$ cat config.mk
export PLATFORM = sky130hd
export DESIGN_NAME = resp_demux
export DESIGN_NICKNAME = d
export VERILOG_FILES = /design/src/rtl/rv_pkg.sv /design/src/rtl/resp_tag_fifo.sv /design/src/rtl/resp_demux.sv
export SDC_FILE = /design/constraint.sdc
export NUM_CORES = 1
export LEC_CHECK = 0
export CAP_MARGIN = 20
export CORE_UTILIZATION = 30
export DETAILED_ROUTE_END_ITERATION = 10
export GPL_TIMING_DRIVEN = 0
export PLACE_DENSITY = 0.91
export SYNTH_ARGS = -nofsm -noshare
export SYNTH_HDL_FRONTEND = slang
export SYNTH_SLANG_ARGS = --single-unit
$ cat constraint.sdc
create_clock -name clk -period 5.8 [get_ports clk]
set_input_delay 0.87 -clock clk [delete_from_list [all_inputs] [get_ports clk]]
set_output_delay 0.87 -clock clk [all_outputs]
set_load 0.1 [all_outputs]
$ cat src/rtl/rv_pkg.sv
// Shared defaults and port-select encoding for the response path.
package rv_pkg;

  localparam int unsigned DATA_W_DEFAULT = 32;
  localparam int unsigned RESP_DEPTH     = 4;

  // Tag values recorded per request: which upstream port owns the response.
  localparam logic PORT_FETCH = 1'b0;
  localparam logic PORT_DATA  = 1'b1;

endpackage : rv_pkg

$ cat src/rtl/resp_tag_fifo.sv
// One-bit-wide tag FIFO recording which port each outstanding request came from.
module resp_tag_fifo
  import rv_pkg::*;
#(
  parameter int unsigned DEPTH = RESP_DEPTH
) (
  input  logic                   clk,
  input  logic                   rst,
  input  logic                   push,
  input  logic                   din,
  input  logic                   pop,
  output logic                   dout,
  output logic                   full,
  output logic                   empty,
  output logic [$clog2(DEPTH):0] count
);

  localparam int unsigned AW = $clog2(DEPTH);
  localparam int unsigned CW = AW + 1;

  logic [AW-1:0]    wr_ptr;
  logic [AW-1:0]    rd_ptr;
  logic [DEPTH-1:0] mem;
  logic             push_en;
  logic             pop_en;

  // Full/empty come from registered state only, so a same-cycle pop never frees a slot.
  assign full    = (count == CW'(DEPTH));
  assign empty   = (count == '0);
  assign push_en = push & ~full;
  assign pop_en  = pop & ~empty;
  assign dout    = mem[rd_ptr];

  always_ff @(posedge clk or posedge rst) begin
    if (rst) begin
      wr_ptr <= '0;
      rd_ptr <= '0;
      count  <= '0;
    end else begin
      if (push_en) wr_ptr <= wr_ptr + AW'(1);
      if (pop_en)  rd_ptr <= rd_ptr + AW'(1);
      case ({push_en, pop_en})
        2'b10:   count <= count + CW'(1);
        2'b01:   count <= count - CW'(1);
        default: count <= count;
      endcase
    end
  end

  // Tag storage needs no reset: entries are only read when count is non-zero.
  always_ff @(posedge clk) begin
    if (push_en) mem[wr_ptr] <= din;
  end

endmodule : resp_tag_fifo

$ cat src/rtl/resp_demux.sv
// Steers in-order memory responses to port 0 / port 1 using the recorded request tags.
// Optional sticky protocol-error flag: define RESP_DEMUX_ERR_EN.
module resp_demux
  import rv_pkg::*;
#(
  parameter int unsigned DATA_W = DATA_W_DEFAULT,
  parameter int unsigned DEPTH  = RESP_DEPTH
) (
  input  logic                   clk,
  input  logic                   rst,
  input  logic                   req_fire,
  input  logic                   req_sel,
  output logic                   req_ready,
  input  logic                   rsp_valid,
  input  logic [DATA_W-1:0]      rsp_data,
  output logic                   rsp_ready,
  output logic                   out0_valid,
  output logic [DATA_W-1:0]      out0_data,
  input  logic                   out0_ready,
  output logic                   out1_valid,
  output logic [DATA_W-1:0]      out1_data,
  input  logic                   out1_ready,
  output logic [$clog2(DEPTH):0] outstanding
`ifdef RESP_DEMUX_ERR_EN
  ,
  output logic                   err
`endif
);

  logic head;
  logic full;
  logic empty;
  logic rsp_fire;

  resp_tag_fifo #(
    .DEPTH (DEPTH)
  ) u_tags (
    .clk   (clk),
    .rst   (rst),
    .push  (req_fire),
    .din   (req_sel),
    .pop   (rsp_fire),
    .dout  (head),
    .full  (full),
    .empty (empty),
    .count (outstanding)
  );

  // Zero-latency steering: data fans out to both ports, only the head port sees valid.
  assign req_ready  = ~full;
  assign out0_data  = rsp_data;
  assign out1_data  = rsp_data;
  assign out0_valid = rsp_valid & ~empty & (head == PORT_FETCH);
  assign out1_valid = rsp_valid & ~empty & (head == PORT_DATA);
  assign rsp_ready  = ~empty & ((head == PORT_DATA) ? out1_ready : out0_ready);
  assign rsp_fire   = rsp_valid & rsp_ready;

`ifdef RESP_DEMUX_ERR_EN
  // Sticky: response with nothing outstanding, or request issued while full.
  always_ff @(posedge clk or posedge rst) begin
    if (rst) begin
      err <= 1'b0;
    end else if ((rsp_valid && empty) || (req_fire && full)) begin
      err <= 1'b1;
    end
  end
`endif

endmodule : resp_demux

==> qor.csv, run 1 <==
stage;metric;value;unit
status;status;finished clean;
synthesis;yosys-top-cells-area;buf_4 (45%), dfrtp_1 (16%), edfxtp_1 (11%);
placement;placed_cells;234;
cts;cts_tree;built;
floorplan;core.rowCount;21;
cts;clk_path_buf_depth;2;
global_route;antenna_found_initial;0;
cts;cts_max_level;1;
cts;path_clk_slew;0.06;ns
synthesis;syn_nets;156;
synthesis;syn_inst;111;
global_route;grt_max_degree;8;
synthesis;synthFlopType;dfrtp_1;
drt;viasPerCell;3.72;
synthesis;synth.most_common_cell;buf_4;
timing;fin_skew;0.000830;ns
timing;maxSlewHeadroom;0.339;
cts;numCtsBuffers;3;
drt;drt-wirelength-per-cell;9.18;um
setup_path;path_delay_family;buffers and inverters;
floorplan;initial_core_util;0.316;
hold_path;hold_path.class;reg -> reg;
global_route;grt_pass1_vias;736;
synthesis;ys_ff_latch;11;
floorplan;ios;110;
synthesis;async_flop_share;0.636;
placement;port_buffers;77;
placement;place.gp.congestion;0.648;
synthesis;yosysSeqAreaShare;0.275;
drt;route.detailed.drc;0;
setup_path;crit_type;in -> out;
timing;finalHoldViolCount;0;
placement;dpl_worst_slack;2.19;ns
global_route;grt_pass1_wl;3.04;mm
timing;fin_setup_tns;0;ns
synthesis;synth_edf_count;4;
synthesis;synth.largest_area_cell;buf_4;
cts;root_buffer;clkbuf_4;
cts;ctsHoldBuffers;0;
setup_path;path_max_fanout;4;
finish;n_antenna_cell;0;
timing;fin_crit_sh;0.620;
setup_path;max_stage_delay;1.14;ns
setup_path;arrival;2.73;ns
synthesis;synthTopCellsByCount;buf_4 (64), dfrtp_1 (7), inv_1 (6);
timing;setup_ws;2.20;ns
synthesis;synth_top_area_frac;0.448;
finish;syn2layout_area_growth;79.7;%
run;drv_cap;0;
timing;rsz0062_at_grt;false;
setup_path;end_kind;output port;
drt;via_count;886;
finish;stdcell_count;238;
floorplan;core_area;0.00339;mm2
finish;drive_gt1_frac;0.375;
setup_path;path_buf_inv;2;
floorplan;die_x;61.8;um
setup_path;crit_chain;clkdlybuf4s50_1 -> nand2b_1 -> nor2_1 -> clkdlybuf4s50_1;
timing;min_period;3.60;ns
power;p_per_area;409;mW/mm2
drt;drtIter0Drc;7;
setup_path;cp.required;4.93;ns
timing;slew_viol_final;0;
synthesis;syn-cell-area;0.00107;mm2
synthesis;yosysUniqueCellTypes;21;
floorplan;die_y;61.8;um
cts;cts_resized;0;
power;irDropWorstVdd;0.230;mV
finish;fin_area;0.00193;mm2
timing;clock.fmax;278;MHz
power;p_leak;0.906;nW
setup_path;cp_slowest_cell;clkdlybuf4s50_1;
drt;drt-total-wl;2.19;mm
drt;ant_nets;0;
global_route;grt.total_usage;0.112;
setup_path;crit_top_cell;clkdlybuf4s50_1;
drt;drt_pass1_iterations;4;
finish;layout.nets;238;
cts;clk_latency;0.25;ns
timing;tightestPinTransition;0.988;ns
placement;dpl_cell_area;0.00190;mm2
cts;postCtsSetupRepairBufs;0;
floorplan;dieArea;0.00382;mm2
global_route;overflow;0;
synthesis;yosysWarningCount;0;
placement;place_hpwl;2.02;mm
cts;cts_sinks;11;
synthesis;syn_area_per_cell;9.66;um2
timing;finalSetupViolations;0;
setup_path;startpoint_type;input port;
-- layout by cell type, fill, tap and decap left out, drive strengths merged, types with 2 or more instances in the layout --
master and instances:
ha 5, and3 4, edfxtp 4, dfrtp 7, xor2 4, clkbuf 4
mux2i 2, xnor2 2, clkdlybuf4s50 77, inv 6, buf 64, nor2 4
-- through the flow --
step / util / total power [W] / hold WS [ns]
after floorplan: - / 0.000626 / 0.450
after global placement: 0.561 / 0.000736 / 0.469
after detailed placement: 0.561 / 0.000745 / 0.472
after CTS: 0.568 / 0.000795 / 0.481
after global routing: 0.568 / 0.000831 / 0.486
final: 0.568 / 0.000789 / 0.482
-- layout make-up --
| cell class | instances | area (um2) |
|---|---|---|
| inverters | 6 | 22.5 |
| multi-input cells | 30 | 274 |
| flip-flops and latches | 11 | 295 |
| fillers | 285 | 1460 |
| plain buffers | 64 | 480 |
| well taps | 46 | 57.6 |
| repair buffers | 77 | 771 |
| clock buffers | 4 | 26.3 |
-- registers in the layout, summed over array words and instances (netlist names) --
register       count
u_tags.rd_ptr      2
u_tags.mem         4
u_tags.wr_ptr      2
u_tags.count       3
-- logic make-up after synthesis --
group	count (synthesis)	synth area share
AND/OR/NAND/NOR	14	0.0758
flip-flops	11	0.275
multiplexers	4	0.0537
buffers and inverters	70	0.469
XOR/XNOR	6	0.0490
adder cells (fa/ha/maj)	6	0.0770
-- per-layer routing --
layer | up-vias | part of all wire | GRT usage
met3 | 2 | 0.093 | 0.0248
met2 | 49 | 0.58 | 0.232
met5 | - | 0 | 0
li1 | 448 | - | -
met1 | 387 | 0.32 | 0.105
met4 | 0 | 0.0055 | 0.0381
-- power breakdown --
part,switching [W],leakage [nW],total [W],internal (W)
sequential,0.0000278,0.118,0.000142,0.000114
clock,0.0000226,0.0150,0.0000491,0.0000265
combinational,0.000430,0.773,0.000598,0.000168
-- final timing paths --
path                                                    from                            to  slack (ns)  depth (start not counted)
worst max-delay path                               rsp_valid                    out0_valid        2.20                          4
worst max register to register  u_tags.rd_ptr[0]$_DFFE_PP0P_   u_tags.count[2]$_DFFE_PP0P_        3.37                          9
max in group asynchronous                                rst  u_tags.wr_ptr[1]$_DFFE_PP0P_        4.75                          2
worst min-delay path            u_tags.rd_ptr[1]$_DFFE_PP0P_  u_tags.rd_ptr[1]$_DFFE_PP0P_        0.48                          1
worst min register to register  u_tags.rd_ptr[1]$_DFFE_PP0P_  u_tags.rd_ptr[1]$_DFFE_PP0P_        0.48                          1
min in group asynchronous                                rst   u_tags.count[1]$_DFFE_PP0P_        0.84                          2
(Power assumes the default switching activity.)
==> run 2: changes to the inputs <==
Settings changed: CORE_UTILIZATION 30 to 29, PLACE_DENSITY 0.91 to 0.89.
Clock period 5.8 ns to 3.6 ns, I/O delays scaled along.
==> run 2 against run 1 <==
Effect of this change: via count increased by 1.6%; worst hold slack about the same; sequential power grew 61%; utilization down 0.32 points; largest cell class unchanged; largest power group unchanged; die area is 3.3% higher.
==> qor.csv, run 2 (synthesis results as in run 1) <==
stage;metric;value;unit
finish;drive_gt1_frac;0.375;
cts;root_buffer;clkbuf_8;
global_route;grt_max_degree;8;
setup_path;end_kind;output port;
power;p_per_area;676;mW/mm2
finish;fillCellCount;301;
drt;viasPerCell;3.78;
drt;drtIter0Drc;17;
finish;top_register;u_tags.mem;
drt;via_count;900;
placement;place_hpwl;2.03;mm
power;p_leak;0.914;nW
global_route;overflow;0;
floorplan;ios;110;
timing;fin_crit_sh;0.882;
cts;path_clk_slew;0.05;ns
hold_path;hold_path.class;reg -> reg;
placement;port_buffers;77;
timing;fin_skew;0.00572;ns
setup_path;startpoint_type;flop;
floorplan;core_area;0.00344;mm2
timing;finalHoldViolCount;0;
global_route;grt_pass1_vias;794;
global_route;antenna_found_initial;0;
timing;setup_ws;0.424;ns
finish;largest_reg_flops;4;
cts;cts_sinks;11;
drt;route.detailed.drc;0;
cts;cts_tree;built;
global_route;grt_pass1_wl;3.63;mm
finish;fin_util;0.565;
timing;maxSlewHeadroom;0.337;
placement;place.gp.congestion;0.676;
floorplan;die_x;62.8;um
floorplan;dieArea;0.00394;mm2
status;status;finished clean;
power;total_power;0.00132;W
setup_path;path_max_fanout;3;
cts;cts_max_level;1;
timing;fin_setup_tns;0;ns
finish;n_antenna_cell;0;
timing;min_period;3.18;ns
floorplan;die_y;62.8;um
placement;dpl_worst_slack;0.661;ns
drt;drt-total-wl;2.22;mm
finish;syn2layout_area_growth;81.4;%
timing;clock.fmax;315;MHz
drt;drt_pass1_iterations;2;
floorplan;initial_core_util;0.312;
finish;final_common_cell;clkdlybuf4s50_1;
drt;ant_nets;0;
timing;whs;0.482;ns
finish;mostFrequentLayoutCells;clkdlybuf4s50_1 (77), buf_4 (64), dfrtp_1 (7);
cts;clk_latency;0.24;ns
timing;slew_viol_final;0;
setup_path;crit_type;reg -> out;
drt;drt-wirelength-per-cell;9.31;um
timing;tightestPinTransition;0.992;ns
cts;cts_resized;0;
global_route;grt.total_usage;0.115;
power;irDropWorstVdd;0.338;mV
timing;rsz0062_at_grt;false;
cts;ctsHoldBuffers;0;
finish;layout.nets;238;
run;drv_cap;0;
hold_path;whs_path_depth;1;
setup_path;rr_worst_depth;9;
finish;reg_top3;u_tags.mem: 4 flops, u_tags.count: 3 flops;
setup_path;arrival;2.64;ns
floorplan;core.rowCount;21;
cts;postCtsSetupRepairBufs;0;
setup_path;cp.required;3.06;ns
cts;numCtsBuffers;3;
cts;clk_path_buf_depth;2;
timing;finalSetupViolations;0;
run 2: changes by cell type in the layout (fill, tap and decap cells not counted):
cell      change
clkbuf_4      -3
clkbuf_8      +3
run 2: routing by layer:
metal | global-route usage | routed length [um]
met2 | 0.213 | 1220
met3 | 0.0383 | 199
met4 | 0.0523 | 31
met5 | 0 | 0
met1 | 0.114 | 767
run 2: final cells by class:
cell class / instances / area, um2 / area share
sequential: 11 / 295 / 0.152
timing repair buffer: 77 / 771 / 0.396
clock buffer: 4 / 45.0 / 0.0232
inverter: 6 / 22.5 / 0.0116
multi-input combinational: 30 / 274 / 0.141
tap: 46 / 57.6 / 0.0296
buffer: 64 / 480 / 0.247
run 2: per-stage QoR:
step           cell area, um2  instances
2_1_floorplan            1070        111
3_3_place_gp             1900        234
3_5_place_dp             1900        234
4_1_cts                  1950        238
5_1_grt                  1950        238
6_report                 1950        238
run 2: critical path, cell delays in order (launching register included):
cell,delay (ns)
dfrtp_1,0.39
mux4_2,0.56
mux2i_2,0.20
nor2_1,0.10
clkdlybuf4s50_1,1.15
run 2: path summary, 6_finish.rpt:
path,slack [ns],end,startpoint
max in group asynchronous,2.86,u_tags.wr_ptr[1]$_DFFE_PP0P_,rst
min in group asynchronous,0.53,u_tags.rd_ptr[1]$_DFFE_PP0P_,rst
min,0.48,u_tags.rd_ptr[1]$_DFFE_PP0P_,u_tags.rd_ptr[1]$_DFFE_PP0P_
max reg2reg,1.18,u_tags.count[2]$_DFFE_PP0P_,u_tags.rd_ptr[0]$_DFFE_PP0P_
min reg2reg,0.48,u_tags.rd_ptr[1]$_DFFE_PP0P_,u_tags.rd_ptr[1]$_DFFE_PP0P_
max,0.42,rsp_ready,u_tags.rd_ptr[0]$_DFFE_PP0P_
run 2: where the power goes:
part / switching, W / total, W / leakage (nW) / internal (W)
logic: 0.000692 / 0.000964 / 0.773 / 0.000272
clock network: 0.0000450 / 0.000123 / 0.0228 / 0.0000776
registers: 0.0000438 / 0.000228 / 0.118 / 0.000184
